===== src/rtl/logic_unit_pipe.sv =====
// Two-stage pipelined bitwise logic unit with valid/ready handshakes on both sides.
// Optional completed-result counter enabled by defining LOGIC_UNIT_PIPE_OPCNT_EN.
module logic_unit_pipe #(
  parameter int unsigned WIDTH = 32
) (
  input  logic             CLK,
  input  logic             RST,
  input  logic [WIDTH-1:0] A,
  input  logic [WIDTH-1:0] B,
  input  logic [2:0]       OP,
  input  logic             IN_VALID,
  output logic             IN_READY,
  output logic [WIDTH-1:0] Y,
  output logic             ZERO,
  output logic             OUT_VALID,
  input  logic             OUT_READY,
  output logic [15:0]      OP_CNT
);

  typedef enum logic [2:0] {
    OpAnd  = 3'b000,
    OpOr   = 3'b001,
    OpNor  = 3'b010,
    OpInv  = 3'b011,
    OpXor  = 3'b100,
    OpNand = 3'b101,
    OpXnor = 3'b110,
    OpPass = 3'b111
  } op_e;

  logic             s1_valid_q;
  logic [WIDTH-1:0] s1_a_q;
  logic [WIDTH-1:0] s1_b_q;
  op_e              s1_op_q;

  logic             s2_valid_q;
  logic [WIDTH-1:0] y_q;
  logic             zero_q;

  logic             s2_load;
  logic             s1_load;
  logic [WIDTH-1:0] res;
  logic             res_zero;

  // S2 frees up when empty or draining; S1 may refill whenever S2 takes its content.
  assign s2_load  = !s2_valid_q || OUT_READY;
  assign s1_load  = !s1_valid_q || s2_load;
  assign IN_READY = s1_load;

  always_comb begin
    res = '0;
    unique case (s1_op_q)
      OpAnd:   res = s1_a_q & s1_b_q;
      OpOr:    res = s1_a_q | s1_b_q;
      OpNor:   res = ~(s1_a_q | s1_b_q);
      OpInv:   res = ~s1_a_q;
      OpXor:   res = s1_a_q ^ s1_b_q;
      OpNand:  res = ~(s1_a_q & s1_b_q);
      OpXnor:  res = ~(s1_a_q ^ s1_b_q);
      OpPass:  res = s1_a_q;
      default: res = '0;
    endcase
    res_zero = (res == '0);
  end

  always_ff @(posedge CLK) begin
    if (RST) begin
      s1_valid_q <= 1'b0;
      s2_valid_q <= 1'b0;
      y_q        <= '0;
      zero_q     <= 1'b0;
    end else begin
      if (s1_load) begin
        s1_valid_q <= IN_VALID;
      end
      if (s2_load) begin
        s2_valid_q <= s1_valid_q;
        // A bubble advancing leaves the last result visible.
        if (s1_valid_q) begin
          y_q    <= res;
          zero_q <= res_zero;
        end
      end
    end
  end

  // Operand registers need no reset: their contents only matter while s1_valid_q is set.
  always_ff @(posedge CLK) begin
    if (!RST && s1_load && IN_VALID) begin
      s1_a_q  <= A;
      s1_b_q  <= B;
      s1_op_q <= op_e'(OP);
    end
  end

  assign Y         = y_q;
  assign ZERO      = zero_q;
  assign OUT_VALID = s2_valid_q;

`ifdef LOGIC_UNIT_PIPE_OPCNT_EN
  logic [15:0] op_cnt_q;

  always_ff @(posedge CLK) begin
    if (RST) begin
      op_cnt_q <= 16'h0000;
    end else if (s2_valid_q && OUT_READY) begin
      op_cnt_q <= op_cnt_q + 16'd1;
    end
  end

  assign OP_CNT = op_cnt_q;
`else
  assign OP_CNT = 16'h0000;
`endif

endmodule

===== config.mk =====
export PLATFORM = sky130hd
export DESIGN_NAME = logic_unit_pipe
export DESIGN_NICKNAME = d
export VERILOG_FILES = /design/src/rtl/logic_unit_pipe.sv
export SDC_FILE = /design/constraint.sdc
export NUM_CORES = 1
export LEC_CHECK = 0
export CORE_ASPECT_RATIO = 1.25
export CORE_MARGIN = 2
export CORE_UTILIZATION = 54
export CTS_BUF_LIST = sky130_fd_sc_hd__clkbuf_16
export DETAILED_ROUTE_END_ITERATION = 10
export PLACE_DENSITY = 0.81
export SYNTH_ARGS = -nofsm -noshare
export SYNTH_HDL_FRONTEND = slang
export SYNTH_SLANG_ARGS = --single-unit
export TNS_END_PERCENT = 20

===== constraint.sdc =====
create_clock -name CLK -period 3.2 [get_ports CLK]
set_clock_uncertainty 0.15 [all_clocks]
set_input_delay 0.48 -clock CLK [delete_from_list [all_inputs] [get_ports CLK]]
set_output_delay 0.48 -clock CLK [all_outputs]
set_load 0.05 [all_outputs]

==> out/results.tsv, run 1 <==
metric	value	unit
status	completed	
path_class	flop to flop	
drt-wirelength-per-cell	16.21	µm
grt_max_degree	106	
die_height	129.4	µm
p_total	3.433	mW
gr-total-overflow	0	
arrival	3.04	ns
antenna_left	0	
rr_worst_depth	8	
finalSetupTns	0	ns
p_clk_share	35.1	%
initial_core_util	55.57	%
cts_max_level	3	
drc_errors	0	
use_met2	41.91	%
min_path_type	flop to flop	
synthTopCellsByArea	edfxtp_1, ha_1, dfxtp_1	
p_leak	3.296	nW
power_frac_seq	44.3	%
coreArea	12220	µm²
slew_headroom	41.49	%
dr.pass1.iters	6	
synthArstFlopShare	0	%
p_per_area	421.4	nW/µm²
first_iter_violations	274	
drt-total-wl	15920	µm
top_usage_layer	met2	
r2r_slack	0.29	ns
numCtsBuffers	9	
cts-root-buf	clkbuf_16	
p_switching	0.9448	mW
diodes	0	
rsz0062_at_grt	no	
ys_warn_count	0	
cts_tree	yes	
io_pins	122	
tightest_slew	0.8776	ns
slew_viol_final	0	
combPwrFrac	20.6	%
crit_required	3.33	ns
track_usage	23.86	%
clkTransAtPathRegs	0.07	ns
peakVddDrop	0.2807	mV
syn_area	6789	µm²
viasPerCell	5.743	
hold_viol_final	0	
ys.flop_type	edfxtp_1	
setup_viol	0	
end_kind	flop	
max_freq	343.4	MHz
worst_setup_path_start_kind	flop	
min_period	2.912	ns
hold_depth	2	
cap_violations	0	
port_buffers	105	
clock_sinks	102	
place_congestion	0.8773	
cp_max_fo	21	
hpwl	11400	µm
grtUsageMet3	4.175	%
vias	5640	
areaGrowthSynthToFinish	19.98	%
syn_inst	735	
met1_usage	29.91	%
final_nets	948	
yosys.area.top_type	edfxtp_1	
first_global_vias	5296	
yosysUniqueCellTypes	60	
antenna_found_initial	0	
die_w	104.3	µm
synth_edf_count	67	
finalCritPeriodShare	91.01	%
grt_pass1_wl	25780	µm
utilization	66.67	%
synth_top_area_share	29.64	%
internal-power	2.488	mW
insertion_delay	0.35	ns
drive_gt1_share	6.235	%
rows	45	
ys_seq_area_share	39.96	%
avgSynthCellArea	9.237	µm²
swShare	27.52	%
dieArea	13490	µm²
cts_max_path_buffers	2	
cts_setup_buffers	0	
synth-seq-cells	102	
==> power groups by stage <==
stage / Clock, mW / Sequential (mW) / Combinational (mW)
CTS: 1.23 / 1.52 / 0.703
floorplan: 0 / 1.63 / 0.396
detailed placement: 0 / 1.55 / 0.698
global route: 1.28 / 1.53 / 0.766
finish: 1.21 / 1.52 / 0.706
global placement: 0 / 1.55 / 0.675
==> cells by family after synthesis <==
group / count (synthesis) / share of synthesized area [%]
AND/OR/NAND/NOR: 209 / 14.56
AO/OA/AOI/OAI: 199 / 19.39
buffers and inverters: 139 / 10.56
flip-flops: 102 / 39.96
adder cells (fa/ha/maj): 64 / 11.80
multiplexers: 21 / 3.686
other: 1 / 0.05524
==> cells in the final DEF, fill, tap and decap left out, types with 6 or more instances in the layout <==
cell type        Yosys  routed
a211oi_1            34      34
a21o_1               7       7
a21oi_1             44      44
a311oi_1             6       6
buf_4               28      14
clkbuf_16            0      10
clkdlybuf4s50_1      0     105
conb_1               1      16
dfxtp_1             35      35
edfxtp_1            67      67
ha_1                64      64
inv_1               68      68
mux2i_1             16      16
nand2_1             51      51
nand2b_1            16      16
nor2_1              74      74
nor2b_1             15      14
nor3_1              19      19
o211ai_1             7       7
o21ai_0             41      41
o221ai_1             6       6
o22ai_1             11      11
==> Yosys cell counts (6+ instances only) <==
library cell	number
buf_2	18
a311oi_1	6
ha_1	64
o22ai_1	11
a211oi_1	34
nor2_1	74
o221ai_1	6
clkbuf_1	14
o21ai_0	41
inv_1	68
mux2i_1	16
buf_6	9
buf_4	28
nand2_1	51
dfxtp_1	35
a21o_1	7
a21oi_1	44
nor3_1	19
nor2b_1	15
nand2b_1	16
o211ai_1	7
edfxtp_1	67
==> per-layer routing <==
metal | up-vias | wire (µm)
li1 | 2748 | -
met3 | 26 | 913
met2 | 202 | 7825
met5 | - | 0
met4 | 0 | 346
met1 | 2664 | 6835
==> per-stage QoR <==
step | area [µm²] | cells | setup slack [ns] | hold slack [ns]
after floorplan | 6847 | 750 | 0.5618 | 0.3460
after global placement | 7812 | 966 | 0.4157 | 0.2947
after detailed placement | 7812 | 966 | 0.2720 | 0.2964
after CTS | 8145 | 982 | 0.1317 | 0.3055
after global routing | 8145 | 982 | 0.1785 | 0.3252
final | 8145 | 982 | 0.2876 | 0.3047
==> sequential cells by signal, indices dropped and copies added, names as in the netlist <==
register and flops:
s1_a_q 32, s1_b_q 32, s1_op_q 3, Y 32
ZERO 1, s1_valid_q 1, OUT_VALID 1
==> critical path, stage by stage (launching register included) <==
cell      delay (ns)
edfxtp_1        0.48
buf_4           0.25
or2_1           0.34
buf_4           0.23
o311ai_1        0.54
nand3_1         0.25
nor4b_1         0.33
nand4_1         0.13
o21ai_1         0.14
==> final timing paths <==
| check | startpoint | to |
|---|---|---|
| max | s1_op_q[0] | ZERO |
| min | Y[31] | Y[31] |
| max reg2reg | s1_op_q[0] | ZERO |
| min reg2reg | Y[31] | Y[31] |
==> area by class of cell <==
cell class | instances | area (µm²)
multi-input combinational | 509 | 3420
clock buffer | 10 | 250.2
timing repair buffer | 122 | 1216
inverter | 69 | 259.0
sequential | 102 | 2713
clock inverter | 6 | 82.58
tap | 164 | 205.2
fill | 965 | 4073
==> timing repair <==
item | 4_1_cts | 5_1_grt
gates resized for setup | 0 | 1
setup endpoints to repair | 0 | 1
hold buffers | 0 | 0
Power figures use the tool's default switching activity.
==> run 2: changes to the inputs <==
--- a/config.mk
+++ b/config.mk
@@ -5,6 +5,7 @@
 export SDC_FILE = /design/constraint.sdc
 export NUM_CORES = 1
 export LEC_CHECK = 0
+export CAP_MARGIN = 10
 export CORE_ASPECT_RATIO = 1.25
 export CORE_MARGIN = 2
 export CORE_UTILIZATION = 54
==> results of run 2 <==
Same layout as run 1: the final DEF is identical, and so are final timing and power.
==> run 3: changes to the inputs <==
--- a/config.mk
+++ b/config.mk
@@ -7,11 +7,10 @@
 export LEC_CHECK = 0
 export CAP_MARGIN = 10
 export CORE_ASPECT_RATIO = 1.25
-export CORE_MARGIN = 2
-export CORE_UTILIZATION = 54
+export CORE_UTILIZATION = 49
 export CTS_BUF_LIST = sky130_fd_sc_hd__clkbuf_16
 export DETAILED_ROUTE_END_ITERATION = 10
-export PLACE_DENSITY = 0.81
+export PLACE_DENSITY = 0.77
 export SYNTH_ARGS = -nofsm -noshare
 export SYNTH_HDL_FRONTEND = slang
 export SYNTH_SLANG_ARGS = --single-unit
==> constraint.sdc (replaced) <==
create_clock -name CLK -period 2.6 [get_ports CLK]
set_clock_uncertainty 0.15 [all_clocks]
set_input_delay 0.39 -clock CLK [delete_from_list [all_inputs] [get_ports CLK]]
set_output_delay 0.39 -clock CLK [all_outputs]
set_load 0.05 [all_outputs]
==> out/results.tsv, run 3 (same netlist as run 1, synthesis figures left out) <==
metric	value	unit	change
final_nets	975		+2.8%
r2r_slack	0.11	ns	-0.18 ns
place_congestion	0.8789		+0.18%
dieArea	14330	µm²	+6.2%
finalCritPeriodShare	95.77	%	+4.8 points
rows	47		+4.4%
max_freq	401.6	MHz	+17%
die_w	107.3	µm	+2.9%
diodes	0		unchanged
peakVddDrop	0.2985	mV	+6.4%
port_buffers	105		unchanged
path_class	flop to flop		
slew_headroom	65.99	%	+24 points
min_period	2.490	ns	-0.4224 ns
p_total	4.045	mW	+18%
path_cells	buf_4 -> buf_12 -> buf_4 -> a21oi_1 -> a211oi_1 -> a31o_2 -> a311oi_1 -> o21ai_0 -> and4_1 -> nand4_1 -> o21ai_1		
fillers	1122		+16%
grt_pass1_wl	25990	µm	+0.80%
viasPerCell	5.646		-1.7%
drive_gt1_share	9.704	%	+3.5 points
grt_max_degree	58		-45%
hold-worst-slack	0.3102	ns	+0.005584 ns
setup.worst_path.end	ZERO		
drt-total-wl	16170	µm	+1.6%
crit_path_max_incr_delay	0.35	ns	-0.19 ns
clock_sinks	102		unchanged
clkTransAtPathRegs	0.07	ns	about the same
finalSetupTns	0	ns	unchanged
antenna_left	0		unchanged
final_common_cell	clkdlybuf4s50_1		
track_usage	23.09	%	-0.77 points
crit_slowest_cell	edfxtp_1		
hold_path_startpoint	Y[25]		
rr_worst_depth	11		+3
r2r_end	ZERO		
vias	5736		+1.7%
setup_viol	0		unchanged
worst_setup_path_start_kind	flop		
crit_top_cell	buf_4		
crit_required	2.74	ns	-0.59 ns
status	completed		
antenna_found_initial	0		unchanged
areaGrowthSynthToFinish	23.06	%	
io_pins	122		unchanged
tightest_slew	0.5086	ns	-0.3690 ns
cap_violations	0		unchanged
postCtsHoldBufs	0		unchanged
crit_start	s1_op_q[0]		
die_height	133.6	µm	+3.3%
initial_core_util	50.63	%	-4.9 points
r2r-start	s1_op_q[0]		
numCtsBuffers	9		unchanged
layout_common_cells	clkdlybuf4s50_1, nor2_1, inv_1		
slew_viol_final	0		unchanged
p_per_area	484.2	nW/µm²	+15%
first_global_vias	5501		+3.9%
cts-root-buf	clkbuf_16		
p_leak	3.413	nW	+3.6%
cts_max_path_buffers	2		unchanged
hold_viol_final	0		unchanged
post-place-cells	997		+3.2%
layout.cells.non_filler	1016		+3.5%
end_kind	flop		
cts_max_level	3		unchanged
drt-wirelength-per-cell	15.91	µm	-1.8%
cp_max_fo	41		+95%
coreArea	13410	µm²	+9.7%
rsz0062_at_grt	no		
first_iter_violations	346		+26%
insertion_delay	0.36	ns	about the same
min_path_type	flop to flop		
drc_errors	0		unchanged
cts_tree	yes		
gr-total-overflow	0		unchanged
hpwl	11940	µm	+4.8%
arrival	2.63	ns	-0.41 ns
dr.pass1.iters	7		+1
-- run 3: repair_timing --
action / 4_1_cts / 5_1_grt
endpoints found under the setup margin: 0 / 2
buffers inserted: 0 / 3
gates resized for setup: 0 / 11
-- run 3: area by class of cell --
type | instances | area (µm²) | area share [%]
clock inverters | 7 | 46.29 | 0.5541
clock buffers | 9 | 225.2 | 2.696
multi-input cells | 509 | 3442 | 41.20
flip-flops and latches | 102 | 2713 | 32.47
repair buffers | 149 | 1453 | 17.39
well taps | 171 | 214.0 | 2.561
inverters | 69 | 261.5 | 3.130
-- run 3: through the flow --
| stage | instance area, µm² | utilization, % | setup slack (ns) |
|---|---|---|---|
| 2_1_floorplan | 6849 | - | 0.2112 |
| 3_3_place_gp | 8026 | 59.86 | 0.06649 |
| 3_5_place_dp | 8026 | 59.86 | 0.04710 |
| 4_1_cts | 8298 | 61.89 | 0.02651 |
| 5_1_grt | 8354 | 62.31 | 0.004370 |
| 6_report | 8354 | 62.31 | 0.1100 |
-- run 3: how the worst min path moves through the flow --
| stage | end | slack [ns] | cells after the start |
|---|---|---|---|
| 2_1_floorplan | s1_a_q[0] | 0.34 | 0 |
| 6_report | Y[25] | 0.31 | 2 |
| 5_1_grt | Y[25] | 0.32 | 2 |
| 3_3_place_gp | Y[31] | 0.29 | 2 |
| 3_5_place_dp | Y[25] | 0.30 | 2 |
| 4_1_cts | Y[25] | 0.31 | 2 |
-- run 3: metal layers --
| layer | global-route usage (%) | wire length (µm) |
|---|---|---|
| met1 | 29.42 | 7053 |
| met2 | 38.75 | 7788 |
| met3 | 3.327 | 898 |
| met4 | 10.12 | 428 |
| met5 | 0 | 0 |
-- run 3: power breakdown --
group          switching, mW  internal (mW)  total [mW]
logic                  0.529          0.380       0.908
clock network          0.614          0.653        1.27
registers             0.0543           1.82        1.87
total                   1.20           2.85        4.05
-- run 3: worst max-delay path: cells and delay by family, from the launching register on --
| kind | cells | cell delay (ns) |
|---|---|---|
| buffers and inverters | 3 | 0.56 |
| DFF | 1 | 0.35 |
| AOI/OAI and AO/OA | 6 | 1.00 |
| and+or+nand+nor | 2 | 0.32 |
